[src/rtl/line_buffer_ctrl.sv]
// Line-buffer controller: writes pixels round-robin into four line buffers and
// streams a 3-row window from the three oldest complete lines.
module line_buffer_ctrl #(
  parameter int IMAGE_WIDTH = 512,
  parameter int NUM_LB      = 4
) (
  input  logic        clk,
  input  logic        rstN,
  input  logic [7:0]  i_pixel_data,
  input  logic        i_pixel_valid,
  output logic        o_ready,
  output logic [7:0]  o_lb_wr_data,
  output logic [3:0]  o_lb_wr_valid,
  output logic [3:0]  o_lb_rd_en,
  input  logic [23:0] i_lb_data0,
  input  logic [23:0] i_lb_data1,
  input  logic [23:0] i_lb_data2,
  input  logic [23:0] i_lb_data3,
  output logic [71:0] o_window,
  output logic        o_window_valid,
  output logic        o_intr
);

  localparam int COL_W = $clog2(IMAGE_WIDTH);
  localparam int CNT_W = $clog2(NUM_LB * IMAGE_WIDTH + 1);
  localparam int LB_W  = $clog2(NUM_LB);

  localparam logic [CNT_W-1:0] FULL_LVL = CNT_W'(NUM_LB * IMAGE_WIDTH);
  localparam logic [CNT_W-1:0] RD_LVL   = CNT_W'(3 * IMAGE_WIDTH);
  localparam logic [COL_W-1:0] LAST_COL = COL_W'(IMAGE_WIDTH - 1);

  typedef enum logic {
    IDLE,
    RD_LINE
  } state_t;

  state_t           state_q, state_d;
  logic [COL_W-1:0] wr_cnt_q, wr_cnt_d;
  logic [COL_W-1:0] rd_cnt_q, rd_cnt_d;
  logic [LB_W-1:0]  wr_lb_q, wr_lb_d;
  logic [LB_W-1:0]  rd_lb_q, rd_lb_d;
  logic [CNT_W-1:0] total_cnt_q, total_cnt_d;
  logic             intr_q, intr_d;

  logic             accept;
  logic             rd_cycle;
  logic [LB_W-1:0]  rd_lb1, rd_lb2;
  logic [23:0]      lb_data [NUM_LB];

  assign o_ready  = (total_cnt_q < FULL_LVL);
  assign accept   = i_pixel_valid && o_ready;
  assign rd_cycle = (state_q == RD_LINE);

  always_comb begin
    state_d  = state_q;
    rd_cnt_d = rd_cnt_q;
    rd_lb_d  = rd_lb_q;
    intr_d   = 1'b0;
    case (state_q)
      IDLE: begin
        if (total_cnt_q >= RD_LVL) begin
          state_d = RD_LINE;
        end
      end
      RD_LINE: begin
        if (rd_cnt_q == LAST_COL) begin
          rd_cnt_d = '0;
          rd_lb_d  = rd_lb_q + 1'b1;
          state_d  = IDLE;
          intr_d   = 1'b1;
        end else begin
          rd_cnt_d = rd_cnt_q + 1'b1;
        end
      end
      default: state_d = IDLE;
    endcase
  end

  always_comb begin
    wr_cnt_d    = wr_cnt_q;
    wr_lb_d     = wr_lb_q;
    total_cnt_d = total_cnt_q;
    if (accept) begin
      if (wr_cnt_q == LAST_COL) begin
        wr_cnt_d = '0;
        wr_lb_d  = wr_lb_q + 1'b1;
      end else begin
        wr_cnt_d = wr_cnt_q + 1'b1;
      end
    end
    // A simultaneous write and read leave the fill level unchanged.
    case ({accept, rd_cycle})
      2'b10:   total_cnt_d = total_cnt_q + 1'b1;
      2'b01:   total_cnt_d = total_cnt_q - 1'b1;
      default: total_cnt_d = total_cnt_q;
    endcase
  end

  always_ff @(posedge clk) begin
    if (!rstN) begin
      state_q     <= IDLE;
      wr_cnt_q    <= '0;
      rd_cnt_q    <= '0;
      wr_lb_q     <= '0;
      rd_lb_q     <= '0;
      total_cnt_q <= '0;
      intr_q      <= 1'b0;
    end else begin
      state_q     <= state_d;
      wr_cnt_q    <= wr_cnt_d;
      rd_cnt_q    <= rd_cnt_d;
      wr_lb_q     <= wr_lb_d;
      rd_lb_q     <= rd_lb_d;
      total_cnt_q <= total_cnt_d;
      intr_q      <= intr_d;
    end
  end

  assign lb_data[0] = i_lb_data0;
  assign lb_data[1] = i_lb_data1;
  assign lb_data[2] = i_lb_data2;
  assign lb_data[3] = i_lb_data3;

  // A buffer is read when it is one of the three lines starting at rd_lb_q.
  for (genvar gi = 0; gi < NUM_LB; gi++) begin : g_lb
    logic [LB_W-1:0] age;
    assign age               = LB_W'(gi) - rd_lb_q;
    assign o_lb_wr_valid[gi] = accept && (wr_lb_q == LB_W'(gi));
    assign o_lb_rd_en[gi]    = rd_cycle && (age < LB_W'(3));
  end

  assign rd_lb1         = rd_lb_q + 1'b1;
  assign rd_lb2         = rd_lb_q + LB_W'(2);
  assign o_window       = {lb_data[rd_lb_q], lb_data[rd_lb1], lb_data[rd_lb2]};
  assign o_window_valid = rd_cycle;
  assign o_lb_wr_data   = i_pixel_data;
  assign o_intr         = intr_q;

endmodule

[config.mk]
export PLATFORM = sky130hd
export DESIGN_NAME = line_buffer_ctrl
export DESIGN_NICKNAME = d
export VERILOG_FILES = /design/src/rtl/line_buffer_ctrl.sv
export SDC_FILE = /design/constraint.sdc
export NUM_CORES = 1
export LEC_CHECK = 0
export CORE_MARGIN = 8
export CORE_UTILIZATION = 30
export CTS_CLUSTER_DIAMETER = 100
export DETAILED_ROUTE_END_ITERATION = 10
export SLEW_MARGIN = 5
export SYNTH_ARGS = -nofsm -noshare
export SYNTH_HDL_FRONTEND = slang
export SYNTH_SLANG_ARGS = --single-unit
[constraint.sdc]
create_clock -name clk -period 4.1 [get_ports clk]
set_input_delay 0.615 -clock clk [delete_from_list [all_inputs] [get_ports clk]]
set_output_delay 0.615 -clock clk [all_outputs]
set_load 0.01 [all_outputs]
==> Word level (Yosys, flattened, before mapping) <==
Cells that the tools add are included.
{ "classes": {"addsub": 11, "order_cmp": 9, "n_eq_ne": 7, "mux": 16, "bitwise_logic": 4, "reduce_logical": 14} }
{ "op_table": {"columns": ["op", "n"], "rows": [
  ["$bmux W24 S2", 3],
  ["$mux W24", 6],
  ["$pmux W12 S2", 1],
  ["$add A9 B1 Y9 const B", 2],
  ["$eq A9 B9 Y1 const B", 2],
  ["$mux W9", 2],
  ["$add A12 B1 Y12 const B", 1],
  ["$ge A12 B11 Y1 const B", 1],
  ["$lt A12 B12 Y1 const B", 1],
  ["$sub A12 B1 Y12 const B", 1],
  ["$ge A3 B3 Y1 const B", 3],
  ["$logic_and A1 B1 Y1", 9],
  ["$not A2 Y3", 3],
  ["$lt A2 B2 Y1 const B", 4],
  ["$eq A2 B2 Y1 const B", 3],
  ["$reduce_and A2 Y1", 3],
  ["$add A2 B1 Y2 const B", 2],
  ["$eq A2 B1 Y1 const B", 2],
  ["$sub A1 B2 Y2 const A", 2],
  ["$sub A2 B2 Y2 const A", 2],
  ["$mux W1", 3],
  ["$add A2 B2 Y2 const B", 1],
  ["$logic_not A2 Y1", 1],
  ["$pmux W1 S2", 1],
  ["other kinds (2)", 2]
]} }
{ "totals": {"reg_bits": 36, "wordCells": 68} }

==> Depth between registers and ports, before layout <==
{ "depth": {"word_depth": 5, "mapped_depth": 14} }

==> Least setup slack after synthesis <==
No wires, ideal clock.
{ "synth_path": {"kind": "input port to flip-flop", "start": "input port i_pixel_valid", "end": "register total_cnt_q[8]", "setup_time_ps": 82, "t_arrival_ps": 3248, "required_time_ps": 4018, "slack_ps": 770, "path_stages": 14, "path_cell_list": "nor2b_1 -> clkbuf_1 -> inv_1 -> ha_1 -> clkbuf_2 -> buf_4 -> buf_2 -> xor2_1 -> ha_1 -> nand4bb_1 -> and4_1 -> o22ai_1 -> or4_1 -> o2111ai_1"} }
{ "synth_between": {"elab_chain_len": 3} }
{ "synth_lines": {"columns": ["element", "line_no", "source"], "rows": [
  ["start: declaration", "10", "input logic i_pixel_valid,"],
  ["$logic_and A1 B1 Y1 *", "51", "assign accept = i_pixel_valid && o_ready;"],
  ["$eq A2 B1 Y1 or $eq A2 B2 Y1 (tied branches)", "92", "case ({accept, rd_cycle})"],
  ["$pmux W12 S2 or $reduce_bool A2 Y1 (tied branches)", null, null],
  ["end signal: assignment", "114", "total_cnt_q <= total_cnt_d;"],
  ["end: declaration", "42", "logic [CNT_W-1:0] total_cnt_q, total_cnt_d;"]
]} }
Mark *: on every way between the ends. The rest lies on a longest branch, timed or not.
A chain may end at the register's enable or synchronous reset.

==> Worst setup path in the final report <==
{ "layout_path": {"start": "register rd_lb_q[0]", "end": "output port o_window[25]"} }
{ "layout_between": {"elab_chain_len": 5} }
{ "layout_lines": {"columns": ["element", "line_no", "source"], "rows": [
  ["start: declaration", "41", "logic [LB_W-1:0] rd_lb_q, rd_lb_d;"],
  ["start signal: assignment", "113", "rd_lb_q <= rd_lb_d;"],
  ["$add A2 B1 Y2", "132", "assign rd_lb1 = rd_lb_q + 1'b1;"],
  ["net rd_lb1[1]", "47", "logic [LB_W-1:0] rd_lb1, rd_lb2;"],
  ["$not A2 Y3 (not written as such)", "134", "assign o_window = {lb_data[rd_lb_q], lb_data[rd_lb1], lb_data[rd_lb2]};"],
  ["$bmux W24 S2", "134", null],
  ["$mux W24 (not written as such) (2 in series)", "134", null],
  ["end: declaration", "19", "output logic [71:0] o_window,"]
]} }
The timed path passes the listed nets, and every way through them passes these cells. The select of a mux whose other input is x is not followed.

==> flow_summary.yaml <==
logic_synthesis:
  avgSynthCellArea_sq_um: 10.74
  synth_edf_count: 0
  syn_nets: 508
  syn-instance-count: 385
  synthTopCellsByArea: "mux4_2, dfxtp_1, ha_1"
  synth_top_area_share_pct: 39.20
  synth.cell_area_sq_mm: 0.004136
  yosysSeqAreaShare_pct: 17.42
  synth_ff_type: "dfxtp_1"
  yosysUniqueCellTypes: 57
  synth-async-reset-ratio_pct: 0
  yosys.cell_count.top_type: "mux4_2"
  ys_top_cells_by_count: "mux4_2, dfxtp_1, nand2_1, nor2_1, ha_1"
  synth_top_area_cell: "mux4_2"
  yosysWarnings: 0
  synth-seq-cells: 36
critical_path:
  cp.required_ps: 3480
  cp_max_fo: 19
  max_stage_delay_ps: 880
  rrSetupSlack_ps: 1440
  path_buf_inv: 3
  cp_slowest_cell: "ha_1"
  critPathTopFamily: "buffers and inverters"
  crit_path_start_kind: "flop"
  setup.worst_path.end_class: "primary output"
  r2r_cells: 6
  cp_data_arrival_time_ps: 2920
  reg2reg_to: "total_cnt_q[11]"
  path_cells: "inv_1, ha_1, buf_4, mux4_2, clkdlybuf4s50_1"
  rr_startpoint: "o_window_valid"
  path_class: "reg -> out"
clock_network:
  cts_tree: "yes"
  h-tree-depth: 2
  ctsHoldBuffers: 0
  cts_setup_buffers: 0
  insertion_delay_ps: 280
  ctsLongestPathBuffers: 2
  cts-buffers-inserted: 5
  clk_pin_slew_ps: 60
  clk_root_buffer_cell: "clkbuf_16"
  clkSinkCount: 36
  cts_resized: 0
sta:
  worst_pin_slew_ps: 878.7
  drv_slew: 0
  finalSetupViolCount: 0
  hold_violations: 0
  fin_worst_skew_ps: 3.046
  fin_ws_ps: 564.4
  setup_tns_ps: 0
  fin_crit_sh_pct: 86.23
  fin_crit_ps: 3536
  rsz0062_at_grt: "no"
  clock.fmax_mhz: 282.8
  maxSlewHeadroom_pct: 41.42
drt:
  drt_pre_antenna_iters: 5
  drt_iter0_drc: 269
  avgViaCountPerCell: 5.555
  wl_per_cell_um: 21.45
  drcViolationCount: 0
  drt-total-wl_um: 15420
  vias: 3994
  antenna_left: 0
final_layout:
  seqCellArea_sq_um: 725.7
  syn2layout_area_growth_pct: 48.91
  drive_gt1_share_pct: 18.18
  fin_nets: 661
  antenna_cells: 0
  nFillCells: 1243
  multi_input_area_sq_mm: 0.003129
grt:
  grt_max_degree: 51
  grt_usage_pct: 16.68
  grt_pass1_wl_um: 23870
  antenna_found_initial: 0
  grt_pass1_vias: 4021
  grt.overflow.total: 0
die:
  ios: 198
  dieHeight_um: 133.4
  rows: 43
  start_util_pct: 30.27
  dieArea_sq_mm: 0.01780
  core_area_sq_mm: 0.01367
  fp.dieW_um: 133.4
placed_design:
  place_congestion: 0.8658
  place_ws_ps: 831.8
  place_hpwl_um: 12260
  portBuffers: 181
worst_hold_path:
  min_path_cells: 2
  hp-start: "wr_cnt_q[7]"
  hold_class: "reg -> reg"
  whs_endpoint: "wr_cnt_q[7]"
pwr:
  ir_worst_vdd_v: 0.0001977
  power_leakage_nw: 2.040
  p_per_area_mw_per_mm2: 178.9
status:
  outcome: "finished, final reports clean"
run:
  drv_cap: 0
## how the worst max path moves through the flow
stage / from / to / slack, ps / cells past startpoint
after floorplan: i_pixel_valid / total_cnt_q[8] / 770 / 14
after global placement: rd_lb_q[0] / o_window[28] / 870 / 5
final: rd_lb_q[0] / o_window[25] / 560 / 5
after global routing: rd_lb_q[0] / o_window[28] / 450 / 5
after CTS: rd_lb_q[0] / o_window[25] / 530 / 5
after detailed placement: rd_lb_q[0] / o_window[25] / 830 / 5
## layout by cell type, fill, tap and decap left out, drive strengths merged, types with 2 or more instances in the layout
master,n
clkdlybuf4s50,181
mux4,72
dfxtp,36
nand2,29
nor2,22
ha,16
xor2,13
inv,12
nand3,11
nor2b,10
a21oi,10
o21ai,10
or3,9
and2,8
mux2i,8
buf,8
nand4,7
xnor2,7
and3,7
clkbuf,6
nor3,5
a21boi,4
o211ai,4
nand4b,3
nand4bb,3
nand2b,3
o22ai,3
nand3b,2
o22a,2
a31oi,2
o21a,2
o2111ai,2
o31ai,2
or4,2
## cell type report
type	instances	area share, %
multi-input combinational	295	50.80
timing repair buffer	189	30.39
sequential	36	11.78
tap	180	3.656
clock buffer	6	2.438
inverter	11	0.6703
clock inverter	2	0.2641
## per-stage QoR
step	util, %	hold slack [ps]	total power [mW]	cells	cell area (sq um)
global route	45.07	533.7	1.148	719	6160
finish	45.07	499.8	1.102	719	6160
floorplan	-	458.7	0.4790	385	4136
CTS	45.07	498.1	1.119	719	6160
global placement	43.86	478.3	0.6791	711	5993
detailed placement	43.86	485.3	0.6849	711	5993
## report_power, final
group          switching (mW)  internal (mW)
clock network           0.160          0.264
logic                   0.114          0.203
registers             0.00668          0.353
## registers in the layout (all words and copies together), names as in the netlist
signal,cells
wr_cnt_q,9
rd_cnt_q,9
wr_lb_q,2
o_intr,1
total_cnt_q,12
rd_lb_q,2
o_window_valid,1
## routing by layer
| layer | wire length [um] | global-route usage (%) | part of all wire (%) |
|---|---|---|---|
| met4 | 184 | 3.431 | 1.2 |
| met3 | 1341 | 3.991 | 8.7 |
| met5 | 0 | 0 | 0 |
| met1 | 6019 | 19.57 | 39 |
| met2 | 7878 | 30.10 | 51 |
## logic make-up after synthesis
group / Yosys count / synth area share, %
AND/OR/NAND/NOR: 125 / 16.30
flip-flops: 36 / 17.42
buffers and inverters: 54 / 6.927
AO/OA/AOI/OAI: 54 / 9.136
multiplexers: 80 / 41.14
XOR/XNOR: 20 / 4.235
adder cells (fa/ha/maj): 16 / 4.840
## worst register-to-register path, delay by kind of cell (launching register included)
family / cells / cell delay [ps]
buffers and inverters: 1 / 160
AND/OR/NAND/NOR: 1 / 380
multiplexers: 1 / 210
flip-flops: 1 / 730
adder cells (fa/ha/maj): 1 / 640
AO/OA/AOI/OAI: 2 / 460
Power figures use the tool's default switching activity.
